[src/rtl/ram_ctrl_pkg.sv]
// ram_ctrl_pkg
//   Shared definitions for the single-port RAM command path: the two-bit
//   opcodes carried in ram_din[top:top-1] and the sequencer state encoding.
package ram_ctrl_pkg;

   localparam logic [1:0] OP_WR_ADDR = 2'b00;  // latch write address
   localparam logic [1:0] OP_WR_DATA = 2'b01;  // write data to latched write address
   localparam logic [1:0] OP_RD_ADDR = 2'b10;  // latch read address
   localparam logic [1:0] OP_RD_DATA = 2'b11;  // read from latched read address

   typedef enum logic [1:0] {
      ST_IDLE = 2'd0,
      ST_ADDR = 2'd1,
      ST_DATA = 2'd2,
      ST_WAIT = 2'd3
   } state_t;

endpackage

[src/rtl/rr_arbiter.sv]
// rr_arbiter
//   Round-robin arbiter. The grant is combinational from req and the stored
//   last_grant pointer; the search starts one past last_grant. The pointer
//   moves only when the consumer accepts (advance), and resets to NUM_REQ-1
//   so requester 0 has first priority out of reset.
// Ports
//   clk, rst_n : clock, synchronous active-low reset
//   req        : per-requester request
//   advance    : the current grant is being accepted this cycle
//   grant      : one-hot grant (all zero when no request)
module rr_arbiter #(
   parameter int NUM_REQ = 2
) (
   input  logic               clk,
   input  logic               rst_n,
   input  logic [NUM_REQ-1:0] req,
   input  logic               advance,
   output logic [NUM_REQ-1:0] grant
);

   localparam int IDX_W = (NUM_REQ > 1) ? $clog2(NUM_REQ) : 1;

   logic [IDX_W-1:0] last_grant;
   logic [IDX_W-1:0] grant_idx;
   logic [IDX_W-1:0] cand;
   logic             found;

   // Walk the requesters starting after last_grant; first set request wins.
   always_comb begin
      grant     = '0;
      grant_idx = last_grant;
      cand      = '0;
      found     = 1'b0;
      for (int k = 1; k <= NUM_REQ; k++) begin
         cand = IDX_W'((int'(last_grant) + k) % NUM_REQ);
         if (!found && req[cand]) begin
            found       = 1'b1;
            grant[cand] = 1'b1;
            grant_idx   = cand;
         end
      end
   end

   always_ff @(posedge clk) begin
      if (!rst_n) begin
         last_grant <= IDX_W'(NUM_REQ - 1);
      end else if (advance && found) begin
         last_grant <= grant_idx;
      end
   end

endmodule

[src/rtl/ram_cmd_arbiter.sv]
// ram_cmd_arbiter
//   Shares one single-port RAM between NUM_REQ requesters. Each accepted
//   transaction is issued as an atomic two-command pair (address latch, then
//   data write or read), so no other requester can slip a command between
//   them. Read data returns as a one-cycle per-requester pulse; a read whose
//   data never arrives is answered with rsp_err after RD_TIMEOUT WAIT cycles.
// Ports
//   clk, rst_n    : clock, synchronous active-low reset
//   req_valid     : per-requester transaction request
//   req_ready     : one-hot accept (combinational, only in IDLE)
//   req_wr        : per-requester 1 = write, 0 = read
//   req_addr      : packed addresses, requester i at [i*ADDR_SIZE +: ADDR_SIZE]
//   req_wdata     : packed write data, same packing
//   rsp_valid     : one-hot one-cycle read-response pulse
//   rsp_data      : read data (0 on timeout)
//   rsp_err       : read timed out, qualifies rsp_valid
//   ram_din       : RAM command {opcode, payload}
//   ram_rx_valid  : RAM command strobe
//   ram_dout      : RAM read data
//   ram_tx_valid  : RAM read-data strobe
module ram_cmd_arbiter
   import ram_ctrl_pkg::*;
#(
   parameter int NUM_REQ    = 2,
   parameter int ADDR_SIZE  = 8,
   parameter int RD_TIMEOUT = 4
) (
   input  logic                           clk,
   input  logic                           rst_n,
   input  logic [NUM_REQ-1:0]             req_valid,
   output logic [NUM_REQ-1:0]             req_ready,
   input  logic [NUM_REQ-1:0]             req_wr,
   input  logic [NUM_REQ*ADDR_SIZE-1:0]   req_addr,
   input  logic [NUM_REQ*ADDR_SIZE-1:0]   req_wdata,
   output logic [NUM_REQ-1:0]             rsp_valid,
   output logic [ADDR_SIZE-1:0]           rsp_data,
   output logic                           rsp_err,
   output logic [ADDR_SIZE+1:0]           ram_din,
   output logic                           ram_rx_valid,
   input  logic [ADDR_SIZE-1:0]           ram_dout,
   input  logic                           ram_tx_valid
);

   localparam int TW = $clog2(RD_TIMEOUT + 1);

   state_t                state, state_nxt;
   logic [NUM_REQ-1:0]    grant;
   logic                  accept;
   logic                  sel_wr;
   logic [ADDR_SIZE-1:0]  sel_addr, sel_wdata;

   // Captured transaction; payload registers need no reset because they are
   // only consumed after an accept has loaded them.
   logic [NUM_REQ-1:0]    owner_q;
   logic                  wr_q;
   logic [ADDR_SIZE-1:0]  addr_q, wdata_q;
   logic [TW-1:0]         timer;

   logic                  rx_valid_nxt;
   logic [ADDR_SIZE+1:0]  din_nxt;
   logic                  rsp_fire;
   logic [ADDR_SIZE-1:0]  rsp_data_nxt;
   logic                  rsp_err_nxt;

   rr_arbiter #(.NUM_REQ(NUM_REQ)) u_arb (
      .clk     (clk),
      .rst_n   (rst_n),
      .req     (req_valid),
      .advance (accept),
      .grant   (grant)
   );

   // Gated by rst_n so nothing is accepted while reset is being applied.
   assign req_ready = (state == ST_IDLE && rst_n) ? grant : '0;
   assign accept    = |req_ready;

   // Field mux for the granted requester.
   always_comb begin
      sel_wr    = 1'b0;
      sel_addr  = '0;
      sel_wdata = '0;
      for (int i = 0; i < NUM_REQ; i++) begin
         if (grant[i]) begin
            sel_wr    = req_wr[i];
            sel_addr  = req_addr[i*ADDR_SIZE +: ADDR_SIZE];
            sel_wdata = req_wdata[i*ADDR_SIZE +: ADDR_SIZE];
         end
      end
   end

   // State register, timer, capture and registered outputs.
   always_ff @(posedge clk) begin
      if (!rst_n) begin
         state        <= ST_IDLE;
         timer        <= '0;
         ram_rx_valid <= 1'b0;
         ram_din      <= '0;
         rsp_valid    <= '0;
         rsp_data     <= '0;
         rsp_err      <= 1'b0;
      end else begin
         state        <= state_nxt;
         ram_rx_valid <= rx_valid_nxt;
         ram_din      <= din_nxt;
         rsp_valid    <= rsp_fire ? owner_q : '0;
         if (rsp_fire) begin
            rsp_data <= rsp_data_nxt;
            rsp_err  <= rsp_err_nxt;
         end
         // Timer holds the 1-based index of the current WAIT cycle.
         if (state == ST_DATA)      timer <= TW'(1);
         else if (state == ST_WAIT) timer <= timer + TW'(1);
         else                       timer <= '0;
      end
   end

   always_ff @(posedge clk) begin
      if (accept) begin
         owner_q <= grant;
         wr_q    <= sel_wr;
         addr_q  <= sel_addr;
         wdata_q <= sel_wdata;
      end
   end

   // Next-state logic.
   always_comb begin
      state_nxt = state;
      case (state)
         ST_IDLE: if (accept) state_nxt = ST_ADDR;
         ST_ADDR: state_nxt = ST_DATA;
         ST_DATA: state_nxt = wr_q ? ST_IDLE : ST_WAIT;
         ST_WAIT: if (ram_tx_valid || timer == TW'(RD_TIMEOUT)) state_nxt = ST_IDLE;
         default: state_nxt = ST_IDLE;
      endcase
   end

   // Output logic: values loaded into the output registers at the next edge,
   // so each command appears in the cycle whose state names it.
   always_comb begin
      rx_valid_nxt = 1'b0;
      din_nxt      = '0;
      rsp_fire     = 1'b0;
      rsp_data_nxt = '0;
      rsp_err_nxt  = 1'b0;
      case (state)
         ST_IDLE: begin
            if (accept) begin
               rx_valid_nxt = 1'b1;
               din_nxt      = {sel_wr ? OP_WR_ADDR : OP_RD_ADDR, sel_addr};
            end
         end
         ST_ADDR: begin
            rx_valid_nxt = 1'b1;
            din_nxt      = wr_q ? {OP_WR_DATA, wdata_q} : {OP_RD_DATA, {ADDR_SIZE{1'b0}}};
         end
         ST_WAIT: begin
            if (ram_tx_valid) begin
               rsp_fire     = 1'b1;
               rsp_data_nxt = ram_dout;
            end else if (timer == TW'(RD_TIMEOUT)) begin
               rsp_fire    = 1'b1;
               rsp_err_nxt = 1'b1;
            end
         end
         default: ;
      endcase
   end

endmodule

[config.mk]
export PLATFORM = sky130hd
export DESIGN_NAME = ram_cmd_arbiter
export DESIGN_NICKNAME = d
export VERILOG_FILES = /design/src/rtl/ram_ctrl_pkg.sv /design/src/rtl/rr_arbiter.sv /design/src/rtl/ram_cmd_arbiter.sv
export SDC_FILE = /design/constraint.sdc
export NUM_CORES = 1
export LEC_CHECK = 0
export ABC_CLOCK_PERIOD_IN_PS = 2800
export CAP_MARGIN = 30
export CORE_UTILIZATION = 43
export CTS_CLUSTER_SIZE = 10
export DETAILED_ROUTE_END_ITERATION = 10
export GPL_TIMING_DRIVEN = 0
export PLACE_DENSITY = 0.86
export SLEW_MARGIN = 20
export SYNTH_ARGS = -nofsm -noshare
export SYNTH_HDL_FRONTEND = slang
export SYNTH_HIERARCHICAL = 1
export SYNTH_SLANG_ARGS = --single-unit
export TNS_END_PERCENT = 10
[constraint.sdc]
create_clock -name clk -period 2.8 [get_ports clk]
set_input_delay 0.42 -clock clk [delete_from_list [all_inputs] [get_ports clk]]
set_output_delay 0.42 -clock clk [all_outputs]
set_load 0.05 [all_outputs]
=== Yosys cells after proc, flatten, opt, wreduce, memory -nomap -nowiden ===
Cells that the tools add are included.

* Word-level logic and storage cells: 82
* Register bits: 39
* Output and inout bits: 24

* Equality and inequality tests: 6
* Mux-type cells: 40
* Magnitude comparators: 4
* Reduce and logical (&&, ||, !) cells: 14
* Bitwise operators: 3
* Add/sub/neg operators: 3

{| class="wikitable"
|+ Operators with widths
! kind !! number
|-
| 8-bit two-way mux || 6
|-
| 1-bit two-way mux || 20
|-
| 10-bit two-way mux || 2
|-
| 10-bit one-hot mux with 2 select lines || 1
|-
| 2-bit two-way mux || 7
|-
| 2-bit one-hot mux with 4 select lines || 1
|-
| 2-bit AND reduction || 3
|-
| 1-bit logical AND || 5
|-
| 2-bit equality test (second input constant) || 2
|-
| 1-bit by 2-bit < comparator with 1-bit output (second input constant) || 2
|-
| 2-bit by 1-bit inequality test with 1-bit output (second input constant) || 2
|-
| 3-bit by 1-bit adder with 3-bit output (second input constant) || 1
|-
| 3-bit equality test (second input constant) || 1
|-
| 3-bit OR reduction || 1
|-
| 1-bit adder (second input constant) || 2
|-
| 1-bit demux with 1-bit select || 2
|-
| 2-bit by 1-bit equality test with 1-bit output (second input constant) || 1
|-
| 1-bit >= comparator (second input constant) || 2
|-
| 2-bit logical NOT || 1
|-
| 1-bit NOT || 2
|-
| 2-bit bitwise OR || 1
|-
| 1-bit one-hot mux with 2 select lines || 1
|-
| 2-bit nonzero test || 1
|-
| 2-bit OR reduction || 1
|-
| other kinds (2) || 2
|}

=== Longest topological paths before layout ===
Gate-level depths: netlist of run 1.

* Word-level depth: 13
* Mapped depth: 7
* Depth with buffers taken out: 6

=== Modules after synthesis ===
Netlist of run 1, hierarchy kept.

{| class="wikitable"
|+ By module, submodules not included
! module !! instances !! area each (µm²) !! sequential area each (µm²) !! cells an instance
|-
| ram_cmd_arbiter || 1 || 1472.7 || 870.8 || 125
|-
| rr_arbiter || 1 || 58.8 || 20.0 || 7
|}

=== Least setup slack after synthesis of run 1 ===
Ideal clock, no wire load.

* Path kind: input to output
* Start point: in req_valid[1]
* End point: out req_ready[1]
* Arrival time: 1645 ps
* Path buffers: 1
* Cell stages on the path: 3
* Slack: 735 ps
* Data required time: 2380 ps
* Cells stage by stage: a21boi_0 -> clkbuf_1 -> and3_1

* Cells in the longest elaborated chain, start to end: 7
* Elaborated cells between the ends (all ways): 11
* Classes of those cells: mux: 8; bitwise: 1; reduce/logical: 2

{| class="wikitable"
|+ Ends and longest elaborated chain
! what !! RTL line !! source
|-
| from (decl) || ram_cmd_arbiter.sv:30 || <nowiki>input logic [NUM_REQ-1:0] req_valid,</nowiki>
|-
| 1-bit two-way mux (implied by the code) (2 in a row) || rr_arbiter.sv:36 || <nowiki>if (!found && req[cand]) begin</nowiki>
|-
| 1-bit two-way mux || rr_arbiter.sv:36 ||
|-
| 1-bit logical NOT || rr_arbiter.sv:36 ||
|-
| 1-bit logical AND || rr_arbiter.sv:36 ||
|-
| 2-bit two-way mux * || rr_arbiter.sv:36 ||
|-
| 2-bit two-way mux * || ram_cmd_arbiter.sv:74 || <nowiki>assign req_ready = (state == ST_IDLE && rst_n) ? grant : '0;</nowiki>
|-
| to (decl) || ram_cmd_arbiter.sv:31 || <nowiki>output logic [NUM_REQ-1:0] req_ready,</nowiki>
|}

Every way passes the cells marked *; elsewhere a longest branch is shown, timed or not. The select of a mux whose other input is x is not followed.

=== Worst setup path in the final report of run 1 ===
* Start point: in req_valid[1]
* End point: out req_ready[1]

* Cells in the longest elaborated chain, start to end: 7
* Elaborated cells between the ends (all ways): 11
* Classes of those cells: mux: 8; bitwise: 1; reduce/logical: 2

{| class="wikitable"
|+ Ends and longest elaborated chain
! what !! RTL line !! source
|-
| 1-bit two-way mux (implied by the code) (2 in a row) || rr_arbiter.sv:36 ||
|-
| 1-bit two-way mux || rr_arbiter.sv:36 ||
|-
| 1-bit logical NOT || rr_arbiter.sv:36 ||
|-
| 1-bit logical AND || rr_arbiter.sv:36 ||
|-
| 2-bit two-way mux * || rr_arbiter.sv:36 ||
|-
| net grant[1] || ram_cmd_arbiter.sv:47 || <nowiki>logic [NUM_REQ-1:0] grant;</nowiki>
|-
| 2-bit two-way mux * || ram_cmd_arbiter.sv:74 ||
|}

Mark *: on every way through the listed nets, which the timed path passes. The rest lies on a longest branch. The select of a mux whose other input is x is not followed.

==> results of run 1 <==
-- metal layers --
layer	routed length, microns	global-route usage, %
met1	1540	24.8
met2	1920	39.2
met3	145	3.99
met4	128	12.1
met5	0	0
-- final timing paths --
check	to	slack, ns	cells past startpoint
setup / recovery	req_ready[1]	0.18	5
hold / removal	rsp_valid[0]$_SDFF_PN0_	0.45	1
setup reg to reg	u_arb/last_grant$_SDFFE_PN1P_	0.66	6
hold reg to reg	rsp_valid[0]$_SDFF_PN0_	0.45	1
-- report_power, final --
| group | leakage [uW] | internal, uW | switching [uW] |
|---|---|---|---|
| Sequential | 0.000332 | 616 | 13.7 |
| Combinational | 0.000541 | 122 | 136 |
| Clock | 0.0000482 | 211 | 172 |
| Total | 0.000921 | 949 | 322 |
-- cell usage after synthesis (all sizes together) --
cell / n
a22oi: 7
nand3: 1
a221oi: 1
nor3b: 1
o211ai: 1
and3: 5
edfxtp: 11
and2: 3
inv: 8
and3b: 1
o21a: 1
xnor2: 1
ha: 2
buf: 7
a31oi: 2
clkbuf: 1
a211oi: 1
o21ai: 2
nor2: 7
a21oi: 4
nand2b: 2
a21boi: 3
nand2: 5
nor2b: 1
a22o: 17
dfxtp: 28
nor3: 1
o2bb2ai: 8
-- state kept, by name, summed over array words and instances, names as in the netlist --
register and count:
wdata_q 8, owner_q 2, u_arb/last_grant 1, rsp_err 1, state 2, ram_din 10, wr_q 1, rsp_data 8
ram_rx_valid 1, rsp_valid 2, timer 3
-- metrics by stage --
stage | utilization, % | std cells
after detailed placement | 68.1 | 248
final | 70.8 | 256
after CTS | 70.7 | 256
after global routing | 70.8 | 256
after floorplan | - | 132
after global placement | 68.1 | 248
-- final cells by class --
cell class / instances / share of cell area [%]
Multi-Input combinational cell: 77 / 23.6
Buffer: 8 / 2.31
Tap cell: 46 / 2.42
Clock buffer: 6 / 2.16
Timing Repair Buffer: 70 / 29.4
Clock inverter: 2 / 1.47
Inverter: 8 / 1.26
Sequential cell: 39 / 37.4
-- logic make-up (layout without fill, tap and decap cells) --
group | count (synthesis) | count (layout) | share of synthesized area [%]
AOI/OAI and AO/OA | 47 | 47 | 24.3
xor gates and xnor gates | 1 | 1 | 0.572
and+or+nand+nor | 27 | 27 | 9.89
buffers and inverters | 16 | 94 | 5.47
adders and majority gates | 2 | 2 | 1.63
DFF | 39 | 39 | 58.2
-- what timing repair did --
item	CTS	global route
gates resized for setup	5	3
endpoints found under the setup margin	2	1
hold buffers	0	0
endpoints found under the hold margin	0	0
==> results.ini, run 1 <==
[outcome]
status = completed

[worst_setup_path]
critPathMaxFanout = 10
cp_slowest_stage_delay_ns = 0.50
r2r_start = u_arb/last_grant$_SDFFE_PN1P_
worstSetupStartpoint = req_valid[1]
arrival_ns = 2.20
end_kind = output port
crit_buf_inv = 3
critical_path_class = in -> out
startpoint_type = input port
slowest_stage = clkdlybuf4s50_1
worstPathRequired_ns = 2.38
crit_family = buffers and inverters
path_cells = clkdlybuf4s50_1 > a21boi_2 > clkbuf_2 > and3_1 > clkdlybuf4s15_1

[clocking]
max-clock-path-buffers = 2
cts.clk_slew.worst_paths_ns = 0.11
cts_sinks = 39
clk_latency_ns = 0.35
htreeDepth = 2
cts_setup_buffers = 0
cts-buffers-inserted = 5
cts_tree = done
cts_root_buf = clkbuf_4

[layout]
drive_gt1_share_pct = 10.5
fillers = 281
multi_input_area_sq_um = 561
nets = 258
area_growth_pct = 55.4
register_area_sq_um = 891
layout_commonest_cell = clkdlybuf4s50_1
layout_common_cells = clkdlybuf4s50_1 (68), dfxtp_1 (28), a22o_1 (17), edfxtp_1 (11)
num_antenna_cells = 0
fin_area_sq_um = 2380

[worst_hold_path]
min-delay-path-class = reg -> reg
hold_start = owner_q[0]$_DFFE_PP_

[routing]
wl_microns = 3730
drc = 0
first_pass_iters = 4
num_vias = 1313
drt_iter0_markers = 29
avgRoutedWirePerCell_microns = 14.6
detail-route-antenna-nets = 0
routed_via_density = 5.13

[timing]
final_max_slew_viol_count = 0
worstMarginPinSlew_ns = 0.683
setup_viol = 0
max_freq_ghz = 0.381
rsz0062_at_grt = false
final.setup.worst_slack_ns = 0.176
fin_setup_tns_ns = 0
fin_crit_ns = 2.62
whs_ns = 0.454
finalCritPeriodShare_pct = 93.7
hold_viol = 0
max_slew_margin_pct = 54.2
clock_skew_ns = 0.0140

[logic_synthesis]
netlist.area_leader.share_pct = 36.6
syn-cell-area_sq_um = 1530
yosysWarningCount = 6
syn_nets = 181
yosys-top-cells-area = dfxtp_1 (37%), edfxtp_1 (22%), a22o_1 (9.7%), o2bb2ai_1 (4.6%), a22oi_1 (3.4%)
seq_area_frac_synth_pct = 58.2
ys_types = 36
ys_ff_latch = 39
syn_avg_cell_area_sq_um = 11.6
synth_top_cell_by_area = dfxtp_1
syn_inst = 132

[pwr]
vdd_drop_max_uv = 321
pwr_density_cell_nw_per_um2 = 534
p_leak_uw = 0.000921
power.total_uw = 1270

[global_routing]
grt_pass1_wl_microns = 5840
grt_max_degree = 14
grt_usage_pct = 22.0
antenna_found_initial = 0
grt-ovfl-total = 0
grt_pass1_vias = 1316

[placement]
place_congestion = 0.753
dpl_cell_area_sq_um = 2290
post-dp-hpwl_microns = 2860
post-place-ws_ns = -0.524
numPortBuffers = 70

[floorplanning]
std_cell_rows = 21
dieWidth_microns = 61.7
initial_core_util_pct = 45.5
io_pins = 71
fp.dieH_microns = 61.7
core-area_sq_um = 3360
dieArea_sq_um = 3800

[flow_run]
drv_cap = 0

Note: power is estimated with default switching activity, not from simulation.
==> run 2: changes to the inputs <==
--- a/config.mk
+++ b/config.mk
@@ -7,11 +7,11 @@
 export LEC_CHECK = 0
 export ABC_CLOCK_PERIOD_IN_PS = 2800
 export CAP_MARGIN = 30
-export CORE_UTILIZATION = 43
+export CORE_UTILIZATION = 37
 export CTS_CLUSTER_SIZE = 10
 export DETAILED_ROUTE_END_ITERATION = 10
 export GPL_TIMING_DRIVEN = 0
-export PLACE_DENSITY = 0.86
+export PLACE_DENSITY = 0.76
 export SLEW_MARGIN = 20
 export SYNTH_ARGS = -nofsm -noshare
 export SYNTH_HDL_FRONTEND = slang
==> run 2 against run 1 <==
Global-route usage is 5.4 points lower. Clock power is 32% higher. Non-clock buffer count stayed put. Via count is 0.76% lower. Worst hold slack worse by 0.0017 ns. Core utilization is 10 points lower. First-iteration DRC count is 21% higher. Combinational power hardly changed. Power is 9.5% higher. Register-to-register slack hardly changed.
==> results.ini, run 2 (same netlist as run 1, synthesis figures left out) <==
[global_routing]
gr-usage-met1_pct = 20.4
grt-ovfl-total = 0
grt_pass1_wl_microns = 5360
met3_usage_pct = 5.86
grt_max_degree = 14
top_usage_layer = met2
grt_pass1_vias = 1212
grt_usage_pct = 16.6
antenna_found_initial = 0
grtUsageMet2_pct = 26.5

[timing]
worstMarginPinSlew_ns = 0.700
clock_skew_ns = 0.00613
setup_viol = 0
final_max_slew_viol_count = 0
max_freq_ghz = 0.381
fin_crit_ns = 2.62
whs_ns = 0.452
rsz0062_at_grt = false
finalCritPeriodShare_pct = 93.7
max_slew_margin_pct = 53.1
final.setup.worst_slack_ns = 0.175
hold_viol = 0

[clocking]
cts_sinks = 39
cts_root_buf = clkbuf_8
holdBufCountCts = 0
cts.clk_slew.worst_paths_ns = 0.07
clk_latency_ns = 0.28
max-clock-path-buffers = 2
cts-buffers-inserted = 5
cts_tree = done
htreeDepth = 2
cts_setup_buffers = 0

[worst_setup_path]
startpoint_type = input port
worstPathRequired_ns = 2.38
critPathMaxFanout = 10
r2r_start = u_arb/last_grant$_SDFFE_PN1P_
critical_path_class = in -> out
worstSetupStartpoint = req_valid[1]
arrival_ns = 2.20
crit_end = req_ready[1]
timing.reg2reg.setup_slack_ns = 0.66
end_kind = output port
reg2regPathDepth = 6
worstReg2RegEnd = u_arb/last_grant$_SDFFE_PN1P_

[routing]
num_vias = 1303
avgRoutedWirePerCell_microns = 13.4
first_pass_iters = 6
drc = 0
drt_iter0_markers = 35
detail-route-antenna-nets = 0
routed_via_density = 5.01
wl_microns = 3480

[layout]
layout_commonest_cell = clkdlybuf4s50_1
top_regs = ram_din x10, rsp_data x8, wdata_q x8
layout_common_cells = clkdlybuf4s50_1 (68), dfxtp_1 (28), a22o_1 (17), edfxtp_1 (11)
area_growth_pct = 58.4
drive_gt1_share_pct = 10.0
final_util_pct = 60.7
fillers = 359
nets = 258
num_antenna_cells = 0
largest_register = ram_din
largest_reg_flops = 10

[pwr]
pwr_density_cell_nw_per_um2 = 573
vdd_drop_max_uv = 491
p_leak_uw = 0.000936

[outcome]
status = completed

[placement]
post-place-ws_ns = -0.569
place_congestion = 0.773
numPortBuffers = 70
post-dp-hpwl_microns = 2640

[floorplanning]
initial_core_util_pct = 38.3
dieWidth_microns = 66.3
core-area_sq_um = 4000
io_pins = 71
fp.dieH_microns = 66.3
std_cell_rows = 23
dieArea_sq_um = 4400

[worst_hold_path]
min-delay-path-class = reg -> reg

[flow_run]
drv_cap = 0

run 2: cell types whose count changed in the layout (fill, tap and decap cells not counted), sizes merged:
cell	delta
clkinv	-1
clkbuf	+1
run 2: power by group:
group / switching [uW] / total (uW) / internal (uW)
Combinational: 135 / 256 / 122
Clock: 186 / 506 / 320
Sequential: 12.5 / 628 / 616
Total: 333 / 1390 / 1060
run 2: worst min-delay path by stage:
stage / depth (start not counted) / startpoint / to
floorplan: 1 / owner_q[0]$_DFFE_PP_ / rsp_valid[0]$_SDFF_PN0_
global placement: 1 / wdata_q[5]$_DFFE_PP_ / ram_din[5]$_SDFF_PN0_
detailed placement: 1 / wdata_q[3]$_DFFE_PP_ / ram_din[3]$_SDFF_PN0_
CTS: 1 / wdata_q[3]$_DFFE_PP_ / ram_din[3]$_SDFF_PN0_
global route: 1 / wdata_q[0]$_DFFE_PP_ / ram_din[0]$_SDFF_PN0_
finish: 1 / wdata_q[3]$_DFFE_PP_ / ram_din[3]$_SDFF_PN0_
run 2: per-stage QoR:
stage	power [uW]	area [sq um]	TNS [ns]	std cells
after CTS	1400	2420	0	260
after detailed placement	899	2290	-1.82	252
after global routing	1440	2430	0	260
after global placement	894	2290	-0.656	252
final	1390	2430	0	260
after floorplan	777	1530	0	132
run 2: worst max-delay path, stage by stage:
cell and delay, ns:
clkdlybuf4s50_1 0.49, a21boi_2 0.32, clkbuf_2 0.28, and3_1 0.19
clkdlybuf4s15_1 0.50
run 2: final cells by class:
class / count / area (sq um) / area share [%]
multi-input combinational: 77 / 561 / 23.1
clock inverter: 1 / 30.0 / 1.24
timing repair buffer: 70 / 699 / 28.8
inverter: 8 / 30.0 / 1.24
clock buffer: 7 / 97.6 / 4.02
buffer: 8 / 55.1 / 2.27
sequential: 39 / 891 / 36.7
tap: 50 / 62.6 / 2.58
run 2: layer usage:
layer  vias to the layer above  wire, microns
met5                         -              0
met2                        45           1660
met1                       610           1570
li1                        644              -
met4                         0             41
met3                         4            205
run 2: timing repair:
| item | in CTS | in global routing |
|---|---|---|
| gates resized for setup | 6 | 2 |
| endpoints found under the setup margin | 2 | 1 |
| pin swaps | 0 | 0 |
==> run 3: changes to the inputs <==
--- a/config.mk
+++ b/config.mk
@@ -5,13 +5,13 @@
 export SDC_FILE = /design/constraint.sdc
 export NUM_CORES = 1
 export LEC_CHECK = 0
-export ABC_CLOCK_PERIOD_IN_PS = 2800
-export CAP_MARGIN = 30
-export CORE_UTILIZATION = 37
+export ABC_CLOCK_PERIOD_IN_PS = 2400
+export CORE_UTILIZATION = 36
 export CTS_CLUSTER_SIZE = 10
 export DETAILED_ROUTE_END_ITERATION = 10
 export GPL_TIMING_DRIVEN = 0
-export PLACE_DENSITY = 0.76
+export PLACE_DENSITY = 0.77
+export SETUP_SLACK_MARGIN = 0.4
 export SLEW_MARGIN = 20
 export SYNTH_ARGS = -nofsm -noshare
 export SYNTH_HDL_FRONTEND = slang
==> constraint.sdc (replaced) <==
create_clock -name clk -period 2.4 [get_ports clk]
set_input_delay 0.36 -clock clk [delete_from_list [all_inputs] [get_ports clk]]
set_output_delay 0.36 -clock clk [all_outputs]
set_load 0.05 [all_outputs]
==> run 3 against run 2 <==
Via count grew 0.15%. Setup slack gained 0.20 ns. Clock power shrank 3%. Cell count grew 1.9%. Sequential power grew 17%. Largest power group unchanged. Non-clock buffer count grew 5. Clock skew shrank 0.0016 ns. Cell area grew 1.7%. Combinational power grew 23%. Critical path depth is the same. Die area grew 2.7%.
==> results.ini, run 3 (same netlist as run 1, synthesis figures left out) <==
[clocking]
htreeDepth = 2
cts_tree = done
max-clock-path-buffers = 2
cts.clk_slew.worst_paths_ns = 0.07
cts-buffers-inserted = 5
cts_root_buf = clkbuf_8
clk_latency_ns = 0.29
cts_sinks = 39

[layout]
largest_reg_flops = 10
drive_gt1_share_pct = 14.4
area_growth_pct = 61.0
layout_common_cells = clkdlybuf4s50_1 (68), dfxtp_1 (28), a22o_1 (17), edfxtp_1 (11), o2bb2ai_1 (8)
top_regs = ram_din x10, rsp_data x8, wdata_q x8
nets = 263
fin_area_sq_um = 2470
largest_register = ram_din
fillers = 326
num_antenna_cells = 0
layout_commonest_cell = clkdlybuf4s50_1

[global_routing]
grt_pass1_vias = 1104
antenna_found_initial = 0
grt-ovfl-total = 0
grt_pass1_wl_microns = 5110
grt_max_degree = 14
grt_usage_pct = 15.9

[flow_run]
drv_cap = 0

[routing]
num_vias = 1305
first_pass_iters = 4
drc = 0
routed_via_density = 4.92
detail-route-antenna-nets = 0
drt_iter0_markers = 39
avgRoutedWirePerCell_microns = 13.4
wl_microns = 3550

[placement]
place_congestion = 0.755
dpl_cell_area_sq_um = 2290
post-dp-hpwl_microns = 2630
numPortBuffers = 70
post-place-ws_ns = -0.851

[worst_hold_path]
min_path_cells = 1
min-delay-path-class = reg -> reg
hold_start = wdata_q[1]$_DFFE_PP_
min_to = ram_din[1]$_SDFF_PN0_

[worst_setup_path]
critical_path.most_common_cell = buf_6
r2r_start = u_arb/last_grant$_SDFFE_PN1P_
critical_path_class = in -> out
timing.reg2reg.setup_slack_ns = 0.77
worstSetupStartpoint = req_valid[1]
critPathMaxFanout = 10
path_cells = clkdlybuf4s50_1 > a21boi_4 > buf_6 > and3_1 > buf_6
startpoint_type = input port
worstPathRequired_ns = 2.04
crit_family = buffers and inverters
crit_buf_inv = 3
cp_slowest_stage_delay_ns = 0.55
worstReg2RegEnd = wdata_q[5]$_DFFE_PP_
end_kind = output port
arrival_ns = 1.67
slowest_stage = clkdlybuf4s50_1
reg2regPathDepth = 7

[pwr]
vdd_drop_max_uv = 387
p_leak_uw = 0.000964
pwr_density_cell_nw_per_um2 = 624

[outcome]
status = completed

[floorplanning]
io_pins = 71
core-area_sq_um = 4030
std_cell_rows = 23
fp.dieH_microns = 67.2
dieWidth_microns = 67.2
dieArea_sq_um = 4520
initial_core_util_pct = 38.0

[timing]
fin_setup_tns_ns = 0
final_max_slew_viol_count = 0
hold_viol = 0
clock_skew_ns = 0.00455
max_freq_ghz = 0.494
fin_crit_ns = 2.03
finalCritPeriodShare_pct = 84.4
rsz0062_at_grt = true
setup_viol = 0
worstMarginPinSlew_ns = 0.521
max_slew_margin_pct = 65.1
final.setup.worst_slack_ns = 0.374

[run 3: per-layer routing]
| layer | track usage (%) | share of wire [%] | up-vias |
|---|---|---|---|
| li1 | - | - | 654 |
| met1 | 20.2 | 44 | 609 |
| met2 | 24.1 | 49 | 38 |
| met3 | 6.93 | 6.4 | 4 |
| met4 | 4.79 | 1.0 | 0 |
| met5 | 0 | 0 | - |
[run 3: area by class of cell]
class	count	area (sq um)	area share (%)
Clock inverter	2	13.8	0.558
Tap cell	50	62.6	2.54
Buffer	8	61.3	2.49
Inverter	8	30.0	1.22
Timing Repair Buffer	75	734	29.8
Multi-Input combinational cell	77	579	23.5
Sequential cell	39	891	36.1
Clock buffer	6	93.8	3.81
[run 3: worst reg2reg max path: cells and delay by family (launching register included)]
| kind | cells | cell delay (ns) |
|---|---|---|
| AO/OA/AOI/OAI | 2 | 0.39 |
| buffers and inverters | 4 | 0.59 |
| flip-flops | 1 | 0.36 |
| AND/OR/NAND/NOR | 1 | 0.03 |
[run 3: stage by stage]
step / util, % / cells / total power (uW) / hold slack, ns
CTS: 60.1 / 261 / 1540 / 0.453
global placement: 57.0 / 252 / 1040 / 0.427
detailed placement: 57.0 / 252 / 1050 / 0.436
floorplan: - / 132 / 906 / 0.419
global route: 61.2 / 265 / 1600 / 0.463
finish: 61.2 / 265 / 1540 / 0.450
[run 3: repair_timing]
action / 4_1_cts / 5_1_grt
setup endpoints to repair: 24 / 15
pin swaps: 1 / 0
gates resized for setup: 11 / 13
buffers inserted: 1 / 4
hold buffers: 0 / 0
[run 3: power by group]
part / internal (uW) / switching (uW) / total, uW
Sequential: 718 / 15.1 / 733
Clock: 267 / 222 / 489
Combinational: 154 / 163 / 316
Total: 1140 / 400 / 1540
[run 3: worst max-delay path by stage]
stage	end	depth (start not counted)
floorplan	req_ready[1]	3
global placement	req_ready[1]	5
detailed placement	req_ready[1]	5
CTS	req_ready[1]	5
global route	req_ready[1]	5
finish	req_ready[1]	5
